`src/rtl/fetch_queue.sv`:
```
// Instruction-fetch front end: owns the fetch PC, issues single-outstanding imem requests,
// and buffers {pc+4, instr} pairs in a small FIFO feeding the IF/ID register.
module fetch_queue #(
    parameter int                 WIDTH    = 32,
    parameter int                 DEPTH    = 4,
    parameter logic [WIDTH-1:0]   RESET_PC = '0
) (
    input  logic                       clk,
    input  logic                       rst,
    output logic                       imem_req,
    output logic [WIDTH-1:0]           imem_addr,
    input  logic                       imem_ack,
    input  logic [WIDTH-1:0]           imem_rdata,
    input  logic                       redirect,
    input  logic [WIDTH-1:0]           redirect_pc,
    input  logic                       id_ld,
    output logic                       id_valid,
    output logic [WIDTH-1:0]           id_instr,
    output logic [WIDTH-1:0]           id_pc_plus4,
    output logic [$clog2(DEPTH):0]     count
);

    localparam int             AW    = $clog2(DEPTH);
    localparam logic [AW:0]    FULL  = (AW+1)'(DEPTH);
    localparam logic [WIDTH-1:0] PC_STEP = WIDTH'(4);

    typedef enum logic [1:0] {IDLE, REQ, DROP} state_e;

    state_e           state_q, state_d;
    logic [WIDTH-1:0] fetch_pc_q, fetch_pc_d;
    logic [WIDTH-1:0] imem_addr_q, imem_addr_d;
    logic [AW-1:0]    wr_ptr_q, wr_ptr_d;
    logic [AW-1:0]    rd_ptr_q, rd_ptr_d;
    logic [AW:0]      count_q, count_d;
    logic             push, pop;

    logic [WIDTH-1:0] instr_mem [DEPTH];
    logic [WIDTH-1:0] pc4_mem   [DEPTH];

    assign imem_req    = (state_q != IDLE);
    assign imem_addr   = imem_addr_q;
    assign count       = count_q;
    assign id_valid    = (count_q != '0);
    assign id_instr    = id_valid ? instr_mem[rd_ptr_q] : '0;
    assign id_pc_plus4 = id_valid ? pc4_mem[rd_ptr_q]   : '0;

    // A redirect wins over both queue ports: nothing is pushed or popped that cycle.
    always_comb begin
        push     = (state_q == REQ) && imem_ack && !redirect;
        pop      = id_valid && id_ld && !redirect;
        wr_ptr_d = wr_ptr_q;
        rd_ptr_d = rd_ptr_q;
        count_d  = count_q;
        if (redirect) begin
            wr_ptr_d = '0;
            rd_ptr_d = '0;
            count_d  = '0;
        end else begin
            if (push) wr_ptr_d = wr_ptr_q + 1'b1;
            if (pop)  rd_ptr_d = rd_ptr_q + 1'b1;
            if (push && !pop)      count_d = count_q + 1'b1;
            else if (pop && !push) count_d = count_q - 1'b1;
        end
    end

    always_comb begin
        // NOTE: every combinational output gets a default first so no path can infer a latch.
        state_d     = state_q;
        fetch_pc_d  = fetch_pc_q;
        imem_addr_d = imem_addr_q;
        unique case (state_q)
            IDLE: begin
                if (redirect) begin
                    fetch_pc_d  = redirect_pc;
                    imem_addr_d = redirect_pc;
                    state_d     = REQ;
                end else if (count_d < FULL) begin
                    imem_addr_d = fetch_pc_q;
                    state_d     = REQ;
                end
            end
            REQ: begin
                if (redirect && imem_ack) begin
                    fetch_pc_d  = redirect_pc;
                    imem_addr_d = redirect_pc;
                end else if (redirect) begin
                    // Memory still owes us a response for the old address; wait it out.
                    fetch_pc_d = redirect_pc;
                    state_d    = DROP;
                end else if (imem_ack) begin
                    fetch_pc_d  = fetch_pc_q + PC_STEP;
                    imem_addr_d = fetch_pc_q + PC_STEP;
                    state_d     = (count_d < FULL) ? REQ : IDLE;
                end
            end
            DROP: begin
                if (redirect) fetch_pc_d = redirect_pc;
                if (imem_ack) begin
                    imem_addr_d = redirect ? redirect_pc : fetch_pc_q;
                    state_d     = REQ;
                end
            end
            default: state_d = IDLE;
        endcase
    end

    always_ff @(posedge clk) begin
        if (rst) begin
            state_q     <= IDLE;
            fetch_pc_q  <= RESET_PC;
            imem_addr_q <= RESET_PC;
            wr_ptr_q    <= '0;
            rd_ptr_q    <= '0;
            count_q     <= '0;
        end else begin
            state_q     <= state_d;
            fetch_pc_q  <= fetch_pc_d;
            imem_addr_q <= imem_addr_d;
            wr_ptr_q    <= wr_ptr_d;
            rd_ptr_q    <= rd_ptr_d;
            count_q     <= count_d;
        end
    end

    // NOTE: storage is not reset; the id_* outputs are masked by id_valid instead.
    always_ff @(posedge clk) begin
        if (push) begin
            instr_mem[wr_ptr_q] <= imem_rdata;
            pc4_mem[wr_ptr_q]   <= imem_addr_q + PC_STEP;
        end
    end

endmodule
```
`config.mk`:
```
export PLATFORM = sky130hd
export DESIGN_NAME = fetch_queue
export DESIGN_NICKNAME = d
export VERILOG_FILES = /design/src/rtl/fetch_queue.sv
export SDC_FILE = /design/constraint.sdc
export NUM_CORES = 1
export LEC_CHECK = 0
export BUFFER_PORTS_ARGS = -buffer_cell sky130_fd_sc_hd__buf_4
export CAP_MARGIN = 20
export CORE_ASPECT_RATIO = 1.4
export CORE_UTILIZATION = 30
export DETAILED_ROUTE_END_ITERATION = 10
export GPL_TIMING_DRIVEN = 0
export HOLD_SLACK_MARGIN = 0.03
export PLACE_DENSITY = 0.43
export SYNTH_ARGS = -nofsm -noshare
export SYNTH_HDL_FRONTEND = slang
export SYNTH_SLANG_ARGS = --single-unit
```
`constraint.sdc`:
```
create_clock -name clk -period 3.6 [get_ports clk]
set_input_delay 0.18 -clock clk [delete_from_list [all_inputs] [get_ports clk]]
set_output_delay 0.18 -clock clk [all_outputs]
set_load 0.03 [all_outputs]
```
==> results of run 1 <==
[power by group]
| part | internal [mW] | leakage (nW) | switching (mW) | total, mW |
|---|---|---|---|---|
| combinational | 0.346 | 3.00 | 0.566 | 0.912 |
| sequential | 4.23 | 2.95 | 0.104 | 4.33 |
| clock | 2.34 | 0.595 | 1.55 | 3.89 |
[metal layers]
layer	GRT usage	routed length, um
met1	0.216	18400
met2	0.329	24100
met3	0.0285	2090
met4	0.0802	1780
met5	0	0
[sequential cells by signal, summed over array words and instances (netlist names), named ones only]
| signal | count |
|---|---|
| instr_mem | 128 |
| count | 3 |
| fetch_pc_q | 32 |
| imem_addr | 32 |
| state_q | 2 |
| wr_ptr_q | 2 |
| rd_ptr_q | 2 |
| pc4_mem | 128 |
[cell usage in the layout, fill, tap and decap left out, types with 10 or more instances in the layout]
cell type / instances
edfxtp_1: 256
nand2_1: 77
o21ai_0: 26
inv_1: 17
dfxtp_1: 75
nor3_1: 25
and2_1: 68
buf_4: 171
a21oi_1: 61
clkinv_1: 10
o22ai_1: 19
a211oi_1: 10
clkbuf_1: 54
and3_1: 12
nand3_1: 34
clkbuf_16: 39
mux4_2: 64
nor2_1: 54
ha_1: 11
dlygate4sd3_1: 55
buf_2: 23
xor2_1: 17
nand4_1: 22
xnor2_1: 31
[metrics by stage]
step / power, mW / instances
6_report: 9.14 / 2038
5_1_grt: 9.48 / 2038
3_5_place_dp: 5.28 / 1915
3_3_place_gp: 5.27 / 1911
4_1_cts: 9.26 / 2037
2_1_floorplan: 4.87 / 1107
[worst max-delay path, cell delays in order, from the launching register on]
cell       delay [ns]
dfxtp_1          0.33
nor2b_1          0.17
nand3_1          0.24
clkinv_1         0.45
ha_1             0.43
and3b_1          0.27
o21a_1           0.18
nor3_4           0.08
o211ai_1         0.43
buf_4            0.31
o2111ai_1        0.19
a21oi_1          0.19
[final timing paths]
| check | start | to | slack (ns) |
|---|---|---|---|
| hold / removal | redirect_pc[5] | fetch_pc_q[5] | 0.06 |
| hold reg to reg | fetch_pc_q[0] | fetch_pc_q[0] | 0.46 |
| setup reg to reg | state_q[0] | imem_addr[9] | 0.25 |
| setup / recovery | state_q[0] | imem_addr[9] | 0.25 |
[final cells by class]
class,count,area (um2),share of cell area
inverter,19,71.3,0.00377
multi-input combinational,678,5350,0.283
buffer,79,343,0.0181
clock inverter,20,224,0.0119
tap,637,797,0.0422
sequential,331,9190,0.486
timing repair buffer,227,1920,0.102
clock buffer,47,1010,0.0532
[cells by family after synthesis]
| group | after synthesis | share of synthesized area |
|---|---|---|
| adder cells (fa/ha/maj) | 11 | 0.00923 |
| flip-flops | 331 | 0.616 |
| buffers and inverters | 98 | 0.0272 |
| XOR/XNOR | 48 | 0.0282 |
| multiplexers | 69 | 0.101 |
| AND/OR/NAND/NOR | 350 | 0.129 |
| AO/OA/AOI/OAI | 200 | 0.0892 |
[timing repair]
item | CTS | global route
hold buffers | 55 | 0
setup buffers | 0 | 1
pin swaps | 0 | 2
hold endpoints to repair | 153 | 0
gates resized for setup | 1 | 9
endpoints found under the setup margin | 7 | 22
==> impl_metrics.json, run 1 <==
{
  "outcome": "completed",
  "synth_top_area_share": 0.516,
  "dp_hpwl_mm": 32.5,
  "drtPass1Iterations": 7,
  "drc": 0,
  "max-slew-margin-rel": 0.429,
  "worstSetupEndpointType": "register",
  "die_w_um": 190,
  "syn_inst": 1107,
  "viasPerCell": 5.09,
  "grt_antenna_before_repair": 0,
  "die_h_um": 266,
  "clockBufferDepth": 3,
  "async_flop_share": 0,
  "areaGrowthSynthToFinish_pct": 26.8,
  "hold_viol": 0,
  "final_core_util": 0.386,
  "cp.required_ns": 4.05,
  "drv_slew": 0,
  "netlist_area_um2": 14900,
  "final_area_um2": 18900,
  "clkLatencyLatePin_ns": 0.53,
  "cts_tree": "done",
  "post-synth-top-count-cell": "edfxtp_1",
  "grt_usage": 0.184,
  "wl_mm": 46.3,
  "cp_data_arrival_time_ns": 3.79,
  "worstRegToRegCells": 11,
  "setup_tns_ns": 0,
  "wire_per_inst_um": 22.7,
  "initial_core_util": 0.304,
  "setup.worst_path.start_class": "register",
  "antennaDiodeCount": 0,
  "synth_ff_type": "edfxtp_1",
  "avgSynthCellArea_um2": 13.5,
  "num_io_pins": 170,
  "routabilityCongestion": 0.913,
  "p_leak_nw": 6.54,
  "synth_edf_count": 256,
  "fin_ws_ns": 0.253,
  "numCtsBuffers": 37,
  "critPathKind": "register to register",
  "htreeDepth": 2,
  "cap_violations": 0,
  "clock-sinks": 331,
  "antenna_left": 0,
  "cts_root_buf": "clkbuf_16",
  "finClkSkew_ns": 0.0141,
  "rows": 96,
  "clkTransAtPathRegs_ns": 0.06,
  "grt_max_degree": 49,
  "synth_nets": 1187,
  "layout.nets": 1453,
  "portBuffers": 167,
  "powerDensity_nw_per_um2": 483,
  "pre_cts_ws_ns": -0.233,
  "setup_viol": 0,
  "ys_ff_latch": 331,
  "die-area_um2": 50600,
  "synth_warnings": 0,
  "synth_cell_types": 78,
  "synth_area_leader_cell": "edfxtp_1",
  "synth_area_leaders": "edfxtp_1 52%, dfxtp_1 10%, mux4_2 9.7%, and2_1 3.0%, a21oi_1 2.0%",
  "ir_worst_vdd_v": 0.000309,
  "routed-via-count": 10400,
  "drive_gt1_frac": 0.251,
  "tightest_slew_ns": 0.857,
  "fillCellCount": 4782,
  "synth_common_cells": "256 x edfxtp_1, 77 x nand2_1, 75 x dfxtp_1, 72 x and2_1, 64 x mux4_2",
  "overflow": 0,
  "rsz0062_at_grt": "false",
  "timing.fmax_mhz": 299,
  "whs_path_depth": 5,
  "core_area_um2": 49000,
  "placed_area_um2": 17100,
  "grt_pass1_wl_mm": 69.1,
  "hold_class": "primary input to register",
  "synth-seq-area-share": 0.616,
  "whs_ns": 0.0595,
  "grt_pass1_vias": 10800,
  "crit_fanout": 10,
  "dr.first_iter.drc_count": 623,
  "period_needed_ns": 3.35,
  "fin_crit_sh": 0.930
}
Power figures use the tool's default switching activity.
==> inputs of run 2 (changes only) <==
==> config.mk (replaced) <==
export PLATFORM = sky130hd
export DESIGN_NAME = fetch_queue
export DESIGN_NICKNAME = d
export VERILOG_FILES = /design/src/rtl/fetch_queue.sv
export SDC_FILE = /design/constraint.sdc
export NUM_CORES = 1
export LEC_CHECK = 0
export CAP_MARGIN = 20
export CORE_ASPECT_RATIO = 1.4
export CORE_UTILIZATION = 30
export DETAILED_ROUTE_END_ITERATION = 10
export DONT_BUFFER_PORTS = 1
export GPL_TIMING_DRIVEN = 0
export HOLD_SLACK_MARGIN = 0.03
export PLACE_DENSITY = 0.4
export SETUP_SLACK_MARGIN = 0.5
export SYNTH_ARGS = -nofsm -noshare
export SYNTH_HDL_FRONTEND = slang
export SYNTH_SLANG_ARGS = --single-unit
==> run 2 against run 1 <==
  * Register-to-register slack improved by 0.40 ns
  * Non-clock buffer count down 156
  * Combinational power down 21%
  * Sequential power up 2%
  * Power shrank 4.1%
  * Fmax grew 14%
  * Highest routed layer unchanged
  * Clock skew is essentially flat
  * Clock power fell by 6.9%
  * Clock-buffer cell count decreased by 1
  * Die area is the same
==> impl_metrics.json, run 2 (synthesis results as in run 1) <==
{
  "final_common_cell": "edfxtp_1",
  "p_leak_nw": 5.73,
  "drc": 0,
  "cts_root_buf": "clkbuf_16",
  "finClkSkew_ns": 0.0136,
  "swShare": 0.255,
  "clock-sinks": 331,
  "cp_data_arrival_time_ns": 3.33,
  "ir_worst_vdd_v": 0.000296,
  "routabilityCongestion": 0.893,
  "hold_viol": 0,
  "crit_path_max_incr_delay_ns": 0.37,
  "core_area_um2": 49000,
  "routed-via-count": 9863,
  "antenna_left": 0,
  "drive_gt1_frac": 0.163,
  "cpMaxStageDelayCell": "dfxtp_1",
  "grt_usage": 0.182,
  "wl_mm": 46.1,
  "power_frac_clock": 0.414,
  "die_w_um": 190,
  "hold_class": "primary input to register",
  "cap_violations": 0,
  "tightest_slew_ns": 0.887,
  "clockBufferDepth": 3,
  "areaGrowthSynthToFinish_pct": 19.1,
  "clkLatencyLatePin_ns": 0.53,
  "crit_fanout": 10,
  "whs_ns": 0.0582,
  "period_needed_ns": 2.95,
  "htreeDepth": 2,
  "numCtsBuffers": 37,
  "switchingPower_mw": 2.23,
  "rows": 96,
  "fillCellCount": 4840,
  "grt_antenna_before_repair": 2,
  "outcome": "completed",
  "max-slew-margin-rel": 0.409,
  "worstSetupEndpointType": "register",
  "rr_startpoint": "state_q[0]",
  "drtPass1Iterations": 5,
  "die_h_um": 266,
  "num_io_pins": 170,
  "rsz0062_at_grt": "false",
  "critPathCapture": "imem_addr[14]",
  "portBuffers": 0,
  "p_comb_frac": 0.082,
  "wire_per_inst_um": 24.5,
  "cts_tree": "done",
  "grt_pass1_vias": 10300,
  "fin_crit_sh": 0.818,
  "critPathKind": "register to register",
  "timing.fmax_mhz": 339,
  "clkTransAtPathRegs_ns": 0.07,
  "seqPwrFrac": 0.504,
  "p_int_mw": 6.53,
  "worstRegToRegCells": 12,
  "grt_pass1_wl_mm": 67.7,
  "layout.nets": 1297,
  "reg2reg_to": "imem_addr[14]",
  "die-area_um2": 50600,
  "setup_tns_ns": 0,
  "overflow": 0,
  "dp_hpwl_mm": 32.3,
  "initial_core_util": 0.304,
  "setup.worst_path.start_class": "register",
  "largest_registers": "instr_mem (128), pc4_mem (128)",
  "drv_slew": 0,
  "critPathLaunch": "state_q[0]",
  "mostFrequentLayoutCells": "256 x edfxtp_1, 77 x nand2_1, 72 x dfxtp_1, 68 x and2_1",
  "cp.required_ns": 3.99,
  "dr.first_iter.drc_count": 537,
  "crit_chain": "nor2b_2 -> nand3_2 -> clkbuf_4 -> ha_1 -> and3b_2 -> o21a_1 -> nor3_4 -> o211ai_1 -> buf_4 -> buf_4 -> o211ai_1 -> a21oi_1",
  "viasPerCell": 5.24,
  "powerDensity_nw_per_um2": 493,
  "grt_max_degree": 43,
  "setup_viol": 0,
  "r2r_slack_ns": 0.65
}
run 2: cell count changes in the layout (fill, tap and decap cells not counted), sizes merged, moves of 2 or more:
| cell | delta |
|---|---|
| buf | -164 |
| bufinv | -4 |
| clkbuf | -2 |
| clkinv | +4 |
| diode | +2 |
| dlygate4sd3 | +9 |
run 2: layout make-up:
cell class	count	area, um2	share of cell area
antenna	2	5.00	0.000282
buffer	79	368	0.0207
clock buffer	46	991	0.0558
clock inverter	21	155	0.00874
inverter	19	72.6	0.00409
multi-input combinational	678	5390	0.304
sequential	331	9200	0.518
tap	637	797	0.0449
timing repair buffer	71	773	0.0436
run 2: how the worst min path moves through the flow:
stage	from	end	slack, ns	cells past startpoint
2_1_floorplan	imem_rdata[0]	instr_mem[0][0]	0.28	0
3_3_place_gp	imem_rdata[24]	instr_mem[1][24]	0.28	0
3_5_place_dp	imem_rdata[9]	instr_mem[2][9]	0.28	0
4_1_cts	redirect_pc[5]	imem_addr[5]	0.03	3
5_1_grt	redirect_pc[6]	imem_addr[6]	0.07	3
6_report	redirect_pc[23]	imem_addr[23]	0.06	4
run 2: worst max-delay path: cells and delay by family, from the launching register on:
kind | cells | cell delay [ns]
and+or+nand+nor | 4 | 0.90
adders and majority gates | 1 | 0.25
buffers and inverters | 3 | 0.67
AOI/OAI and AO/OA | 4 | 0.60
DFF | 1 | 0.37
run 2: routing by layer:
metal / GRT usage / part of all wire / wire length (um) / vias up
li1: - / - / - / 4510
met4: 0.0761 / 0.036 / 1670 / 0
met5: 0 / 0 / 0 / -
met3: 0.0444 / 0.063 / 2920 / 86
met1: 0.207 / 0.38 / 17700 / 4957
met2: 0.324 / 0.52 / 23800 / 310
run 2: stage by stage:
step                utilization  area, um2  std cells  power [mW]  setup WS (ns)
finish                    0.362      17800       1884        8.76          0.654
global route              0.362      17800       1884        9.09          0.505
CTS                       0.361      17700       1881        8.89          0.524
detailed placement        0.323      15800       1748        5.13         -0.263
global placement          0.321      15700       1744        5.12          -1.30
floorplan                     -      14900       1107        4.87          0.733
run 2: power groups by stage:
| stage | sequential [mW] | clock, mW | combinational [mW] |
|---|---|---|---|
| 2_1_floorplan | 4.45 | 0 | 0.419 |
| 3_3_place_gp | 4.50 | 0 | 0.619 |
| 3_5_place_dp | 4.50 | 0 | 0.623 |
| 4_1_cts | 4.42 | 3.75 | 0.718 |
| 5_1_grt | 4.43 | 3.88 | 0.779 |
| 6_report | 4.42 | 3.62 | 0.720 |
run 2: what timing repair did:
action | CTS | global route
gates cloned | 0 | 0
setup buffers | 2 | 1
pin swaps | 3 | 2
endpoints found under the hold margin | 182 | 0
setup endpoints to repair | 92 | 28
hold buffers | 64 | 0
resized for setup | 27 | 10
==> inputs of run 3 (changes only) <==
==> constraint.sdc (replaced) <==
create_clock -name clk -period 2.9 [get_ports clk]
set_input_delay 0.145 -clock clk [delete_from_list [all_inputs] [get_ports clk]]
set_output_delay 0.145 -clock clk [all_outputs]
set_load 0.03 [all_outputs]
==> run 3 against run 2 <==
  * Die area did not move
  * Sequential share of layout area fell by 2.1 points
  * Cell area rose by 4.4%
  * Clock-buffer cell count rose by 4
  * Highest routed layer unchanged
  * Worst hold slack got worse by 0.021 ns
  * Clock power rose by 23%
  * Via count rose by 1.1%
  * Sequential power rose by 24%
  * Power rose by 26%
  * Largest power group unchanged
  * Largest cell class unchanged
==> impl_metrics.json, run 3 (synthesis results as in run 1) <==
{
  "final_common_cell": "edfxtp_1",
  "max-slew-margin-rel": 0.379,
  "grt_antenna_before_repair": 2,
  "cp.required_ns": 3.27,
  "setup.worst_path.start_class": "register",
  "r2r_slack_ns": 0.15,
  "crit_fanout": 8,
  "p_int_mw": 8.22,
  "largest_registers": "instr_mem (128), pc4_mem (128)",
  "finClkSkew_ns": 0.0155,
  "fin_crit_sh": 0.947,
  "crit_path_max_incr_delay_ns": 0.44,
  "tightest_slew_ns": 0.931,
  "rows": 96,
  "drv_slew": 0,
  "setup_tns_ns": 0,
  "cpMaxStageDelayCell": "dfxtp_4",
  "cp_data_arrival_time_ns": 3.11,
  "initial_core_util": 0.304,
  "final_core_util": 0.378,
  "antenna_left": 0,
  "whs_path_depth": 4,
  "clock-sinks": 331,
  "power_frac_clock": 0.405,
  "dr.first_iter.drc_count": 566,
  "mostFrequentLayoutCells": "256 x edfxtp_1, 71 x nand2_1, 65 x dlygate4sd3_1, 64 x mux4_2, 62 x dfxtp_1",
  "rr_startpoint": "count[0]",
  "timing.fmax_mhz": 364,
  "htreeDepth": 2,
  "clkTransAtPathRegs_ns": 0.06,
  "placed_area_um2": 15900,
  "cp_top_family": "simple AND/OR/NAND/NOR gates",
  "rsz0062_at_grt": "true",
  "worstRegToRegCells": 16,
  "clkLatencyLatePin_ns": 0.53,
  "grt_usage": 0.184,
  "routed-via-count": 9971,
  "reg2reg_to": "imem_addr[2]",
  "p_leak_nw": 6.14,
  "die-area_um2": 50600,
  "holdPathEnd": "imem_addr[13]",
  "dp_hpwl_mm": 32.3,
  "p_comb_frac": 0.095,
  "worst_hold_startpoint": "redirect_pc[13]",
  "overflow": 0,
  "areaGrowthSynthToFinish_pct": 24.3,
  "routabilityCongestion": 0.886,
  "swShare": 0.252,
  "wl_mm": 46.8,
  "num_io_pins": 170,
  "powerDensity_nw_per_um2": 593,
  "drive_gt1_frac": 0.261,
  "crit_chain": "inv_4 -> ha_4 -> nand2b_4 -> and3_4 -> buf_8 -> inv_4 -> ha_4 -> and3b_2 -> o21a_1 -> nor3_4 -> buf_4 -> o211a_4 -> buf_12 -> buf_4 -> nor3_4 -> a211oi_2",
  "drtPass1Iterations": 6,
  "die_h_um": 266,
  "worstSetupEndpointType": "register",
  "seqPwrFrac": 0.500,
  "clockBufferDepth": 3,
  "wire_per_inst_um": 24.5,
  "instances_no_fill": 1911,
  "period_needed_ns": 2.75,
  "layout.nets": 1329,
  "whs_ns": 0.0373,
  "fillCellCount": 4794,
  "cap_violations": 0,
  "critPathKind": "register to register",
  "pre_cts_ws_ns": -0.527,
  "fin_ws_ns": 0.152,
  "numCtsBuffers": 37,
  "crit_buf_inv": 6,
  "grt_pass1_wl_mm": 68.2,
  "switchingPower_mw": 2.77,
  "viasPerCell": 5.22,
  "cts_tree": "done",
  "core_area_um2": 49000,
  "critPathLaunch": "count[0]",
  "hold_class": "primary input to register",
  "hold_viol": 0,
  "total_power_mw": 11.0,
  "portBuffers": 0,
  "final_area_um2": 18500,
  "grt_pass1_vias": 10400,
  "setup_viol": 0,
  "outcome": "completed",
  "ir_worst_vdd_v": 0.000327,
  "post-place-cells": 1748,
  "cts_root_buf": "clkbuf_16",
  "die_w_um": 190,
  "drc": 0,
  "grt_max_degree": 51
}
[run 3: worst min-delay path, cell delays in order]
cell	delay (ns)
nand2_1	0.03
o21ai_0	0.14
nor3_4	0.07
nor3_1	0.14
[run 3: power groups by stage]
stage,clock [mW],combinational (mW),sequential (mW)
6_report,4.46,1.04,5.50
5_1_grt,4.75,1.12,5.51
4_1_cts,4.61,0.974,5.49
3_5_place_dp,0,0.776,5.59
3_3_place_gp,0,0.772,5.59
2_1_floorplan,0,0.527,5.52
[run 3: repair_timing]
item,CTS,global route
pin swaps,26,23
hold endpoints to repair,188,0
cloned,3,2
buffers inserted,15,14
resized for setup,123,73
hold buffers,65,0
endpoints found under the setup margin,311,149
[run 3: final cells by class]
cell class              count  area, um2  area share
diodes                      2       5.00    0.000270
plain buffers              79        515      0.0278
clock buffers              50       1020      0.0550
clock inverters            12       96.3     0.00520
inverters                  19       83.8     0.00452
multi-input cells         680       5710       0.308
flip-flops and latches    331       9210       0.497
well taps                 637        797      0.0430
repair buffers            101       1100      0.0593
[run 3: worst max-delay path by stage]
stage	cells after the start	endpoint	slack, ns
finish	16	imem_addr[2]	0.15
global route	15	imem_addr[6]	0.05
CTS	15	imem_addr[6]	0.14
detailed placement	11	imem_addr[6]	-0.53
global placement	11	imem_addr[9]	-0.65
floorplan	14	imem_addr[0]	0.37
[run 3: per-layer routing]
layer  up-vias  share of wire  GRT usage
met5         -              0          0
met4         0          0.045     0.0874
met3        94          0.066     0.0421
met2       364           0.52      0.331
met1      4946           0.37      0.203
li1       4567              -          -
